--- config.mk ---
export PLATFORM = sky130hd
export DESIGN_NAME = mpy_seq_ctrl
export DESIGN_NICKNAME = d
export VERILOG_FILES = /design/src/rtl/mpy_seq_ctrl.sv
export SDC_FILE = /design/constraint.sdc
export NUM_CORES = 1
export LEC_CHECK = 0
export ABC_AREA = 1
export BUFFER_PORTS_ARGS = -buffer_cell sky130_fd_sc_hd__clkbuf_2
export CAP_MARGIN = 20
export CORE_ASPECT_RATIO = 1.2
export CORE_MARGIN = 2
export CORE_UTILIZATION = 57
export CTS_BUF_LIST = sky130_fd_sc_hd__clkbuf_4 sky130_fd_sc_hd__clkbuf_8 sky130_fd_sc_hd__clkbuf_16
export DETAILED_ROUTE_END_ITERATION = 8
export GPL_ROUTABILITY_DRIVEN = 0
export PLACE_DENSITY = 0.84
export SKIP_LAST_GASP = 1
export SYNTH_ARGS = -nofsm -noshare
export SYNTH_HDL_FRONTEND = slang
export SYNTH_SLANG_ARGS = --single-unit
export TNS_END_PERCENT = 100
--- constraint.sdc ---
create_clock -name clk -period 4.7 [get_ports clk]
set_input_delay 0.235 -clock clk [delete_from_list [all_inputs] [get_ports clk]]
set_output_delay 0.235 -clock clk [all_outputs]
set_load 0.02 [all_outputs]
--- src/rtl/mpy_seq_ctrl.sv ---
// Operand sequencer and product collector for an unsigned 4x4 carry-save array multiplier.
// Holds operands until the multiplier has settled, captures the product and self-checks it.
module mpy_seq_ctrl #(
    parameter int SETTLE = 6
) (
    input  logic       clk,
    input  logic       rst_n,
    input  logic       in_valid,
    output logic       in_ready,
    input  logic [3:0] in_a,
    input  logic [3:0] in_b,
    output logic [3:0] mpy_a,
    output logic [3:0] mpy_b,
    input  logic [7:0] mpy_p,
    output logic       out_valid,
    input  logic       out_ready,
    output logic [7:0] out_p,
    output logic       err,
    output logic [7:0] ops_cnt
);

    typedef enum logic {IDLE, WAIT} state_t;

    localparam logic [3:0] SETTLE_CNT = 4'(SETTLE);

    state_t     state;
    logic [3:0] cnt;
    logic       can_cap;
    logic [7:0] ref_p;

    assign in_ready = (state == IDLE);
    assign can_cap  = !out_valid || out_ready;
    assign ref_p    = {4'b0000, mpy_a} * {4'b0000, mpy_b};

    // A capture on the same edge as an output handshake overrides the clear of out_valid.
    always_ff @(posedge clk or negedge rst_n) begin
        if (!rst_n) begin
            state     <= IDLE;
            cnt       <= 4'd0;
            mpy_a     <= 4'd0;
            mpy_b     <= 4'd0;
            out_p     <= 8'h00;
            out_valid <= 1'b0;
            err       <= 1'b0;
            ops_cnt   <= 8'h00;
        end else begin
            if (out_valid && out_ready) begin
                out_valid <= 1'b0;
            end

            case (state)
                IDLE: begin
                    if (in_valid) begin
                        mpy_a <= in_a;
                        mpy_b <= in_b;
                        cnt   <= SETTLE_CNT;
                        state <= WAIT;
                    end
                end
                WAIT: begin
                    if (cnt != 4'd0) begin
                        cnt <= cnt - 4'd1;
                    end else if (can_cap) begin
                        out_p     <= mpy_p;
                        out_valid <= 1'b1;
                        ops_cnt   <= ops_cnt + 8'd1;
                        if (mpy_p != ref_p) begin
                            err <= 1'b1;
                        end
                        state <= IDLE;
                    end
                end
                default: begin
                    state <= IDLE;
                end
            endcase
        end
    end

endmodule

==> flow_summary.yaml <==
setup_path:
  crit_family: "adder cells"
  crit_path_cell_trace: "nand2_1 > fa_1 > fa_1 > fa_1 > inv_1 > nand3_1 > nand3_1 > nand3_1 > nor2_1 > nand3_1 > nand2_1 > nand2_1"
  critPathMaxFanout: 6
  max_stage_delay_ns: 0.54
  critical_path_required_ns: 4.87
  r2r_cells: 12
  timing.rr.start: "mpy_b[3]$_DFFE_PN0P_"
  end_kind: "flop"
  rr_endpoint: "err$_DFFE_PN0P_"
  worst_path_max_delay_cell: "fa_1"
  cp.arrival_ns: 2.92
  cp-startpoint: "mpy_b[3]$_DFFE_PN0P_"
  cp_common_cell: "nand3_1"
  path_buf_inv: 1
  start_kind: "flop"
  r2r_slack_ns: 1.95
  criticalPathCategory: "flop to flop"
synthesis:
  yosysTopAreaCellShare: 0.4050
  syn_nets: 283
  ys.warnings.count: 0
  synth-adder-area-share: 0.1398
  yosys.area.top_type: "dfrtp_1"
  synth_area_mm2: 0.001916
  synth.distinct_cells: 22
  syn_area_per_cell_um2: 7.851
  synth_top_family_by_area: "simple AND/OR/NAND/NOR gates"
  muxShareOfSynthArea: 0
  syn_inst: 244
  synth_xor_area_frac: 0.05029
  seq_area_frac_synth: 0.4050
  synth_area_leaders: "dfrtp_1 40%, nand2_1 19%, ha_1 9.8%"
  synth_compound_area_frac: 0.04050
  synth-simple-area-share: 0.2652
  ys_ff_latch: 31
detailed_routing:
  drt-wirelength-per-cell_um: 10.58
  vias: 1621
  wirelength_mm: 3.513
  viasPerCell: 4.883
  first_iter_violations: 66
  dr.pass1.iters: 5
  ant_nets: 0
  drc: 0
sta:
  finalSetupTns_ns: 0
  setup_viol_count_final: 0
  slew_violations: 0
  final_hold_viol_count: 0
  fin_crit_sh: 0.5857
  period_needed_ns: 2.753
  rsz0062_at_grt: "false"
  whs_ns: 0.004825
  max_slew_margin: 0.5073
  worstMarginPinSlew_ns: 0.7390
  fmax_ghz: 0.3633
  skew_ns: 0.004359
clocking:
  htreeDepth: 2
  clk-insertion-delay-late_ns: 0.28
  hold_buffers: 0
  cts.clk_slew.worst_paths_ns: 0.07
  ctsResizeCount: 0
  cts_buffer_depth: 2
  cts.sinks: 31
  postCtsSetupBuffers: 0
  numCtsBuffers: 5
  clockRootBuffer: "clkbuf_8"
  cts_tree: "done"
min_path:
  hold_class: "input pin to asynchronous set/reset pin"
placed_design:
  dp.final_hpwl_mm: 2.836
  dp_cells: 324
  numPortBuffers: 46
finish:
  layout.nets: 333
  layoutNonFillerInstCount: 332
  drive_gt1_frac: 0.2136
  antenna_cells: 0
  area_growth_pct: 19.46
global_route:
  overflow: 0
  grt_pass1_wl_mm: 6.237
  grt_max_degree: 32
  grt_pass1_vias: 1560
  antenna_found_initial: 0
  gr-usage-all-layers: 0.2087
die:
  die_y_um: 67.51
  rows: 23
  die-area_mm2: 0.003842
  core_area_mm2: 0.003281
  die_w_um: 56.92
  start_util: 0.5839
  ioPinCount: 47
run_status:
  status: "completed"
flow_run:
  max_cap_viol_count: 0
power:
  irDropWorstVdd_v: 0.0004252
  p_per_area_mw_per_mm2: 628.9
  p_leak_uw: 0.001432
[Yosys cell counts]
| cell | instances |
|---|---|
| inv_1 | 41 |
| dfrtp_1 | 31 |
| buf_6 | 1 |
| nor3_1 | 1 |
| nand4_2 | 1 |
| inv_2 | 4 |
| xor2_1 | 8 |
| nor2_4 | 1 |
| o21ai_1 | 3 |
| nand3b_4 | 1 |
| nand2_1 | 95 |
| a21oi_1 | 5 |
| buf_2 | 2 |
| nor2_1 | 5 |
| nor2_2 | 2 |
| fa_1 | 4 |
| o21ai_0 | 6 |
| a22oi_1 | 1 |
| ha_1 | 15 |
| nor4_1 | 1 |
| nand3_1 | 13 |
| xnor2_1 | 3 |
[per-layer routing]
layer  GRT usage  wire length (um)
met1      0.2401              1493
met2      0.3649              1776
met3     0.07471               217
met4     0.06395                25
met5           0                 0
[cell usage in the layout (no fill, tap or decap)]
cell type and n:
nor2_1 5, xor2_1 8, nand2_1 95, o21ai_0 6, nor4_1 1, nor2_4 1, nand4_2 1, inv_1 41
bufinv_16 1, dfrtp_1 31, o21ai_1 3, clkinv_2 1, clkbuf_8 6, a21oi_1 5, nand3_1 13, clkbuf_2 46
fa_1 4, a22oi_1 1, inv_2 4, nand3b_4 1, xnor2_1 3, nor2_2 2, nor3_1 1, ha_1 15
[area by class of cell]
class                      count  area [um2]
fill                         281       992.2
timing repair buffer          46       230.2
inverter                      45       168.9
multi-input combinational    165       949.7
sequential                    31       775.7
tap                           37       46.29
clock inverter                 2       35.03
clock buffer                   6       82.58
[how the worst max path moves through the flow]
stage | to | cells past startpoint | slack, ns
3_5_place_dp | err$_DFFE_PN0P_ | 11 | 1.94
3_3_place_gp | err$_DFFE_PN0P_ | 11 | 2.03
6_report | err$_DFFE_PN0P_ | 12 | 1.95
4_1_cts | err$_DFFE_PN0P_ | 11 | 1.92
5_1_grt | err$_DFFE_PN0P_ | 14 | 1.67
2_1_floorplan | err$_DFFE_PN0P_ | 11 | 1.93
[registers in the layout (all words and copies together) (netlist names)]
name,cells
cnt,4
out_p,8
out_valid,1
state,1
mpy_b,4
ops_cnt,8
mpy_a,4
err,1
[cell families after synthesis]
family	after synthesis
AND/OR/NAND/NOR	120
flip-flops	31
buffers and inverters	48
XOR/XNOR	11
adder cells (fa/ha/maj)	19
AO/OA/AOI/OAI	15
[per-stage QoR]
step | area [um2] | utilization | total power (uW) | setup WS (ns)
after detailed placement | 2171 | 0.6617 | 1178 | 1.943
after floorplan | 1916 | - | 986.3 | 1.929
after global placement | 2171 | 0.6617 | 1153 | 2.026
after global routing | 2288 | 0.6976 | 1582 | 1.671
after CTS | 2288 | 0.6976 | 1455 | 1.925
final | 2288 | 0.6976 | 1439 | 1.947
[power by group]
part,internal (uW),total [uW],switching [uW]
Clock,171,268,97.1
Combinational,254,694,440
Sequential,376,477,101
Total,801,1440,638
[worst reg2reg max path, stage by stage, from the launching register on]
cell and delay, ns:
dfrtp_1 0.43, nand2_1 0.11, fa_1 0.51, fa_1 0.54, fa_1 0.46, inv_1 0.09
nand3_1 0.09, nand3_1 0.09, nand3_1 0.08, nor2_1 0.08, nand3_1 0.07, nand2_1 0.06
nand2_1 0.04
No activity file was read; power rests on OpenSTA's default activity.
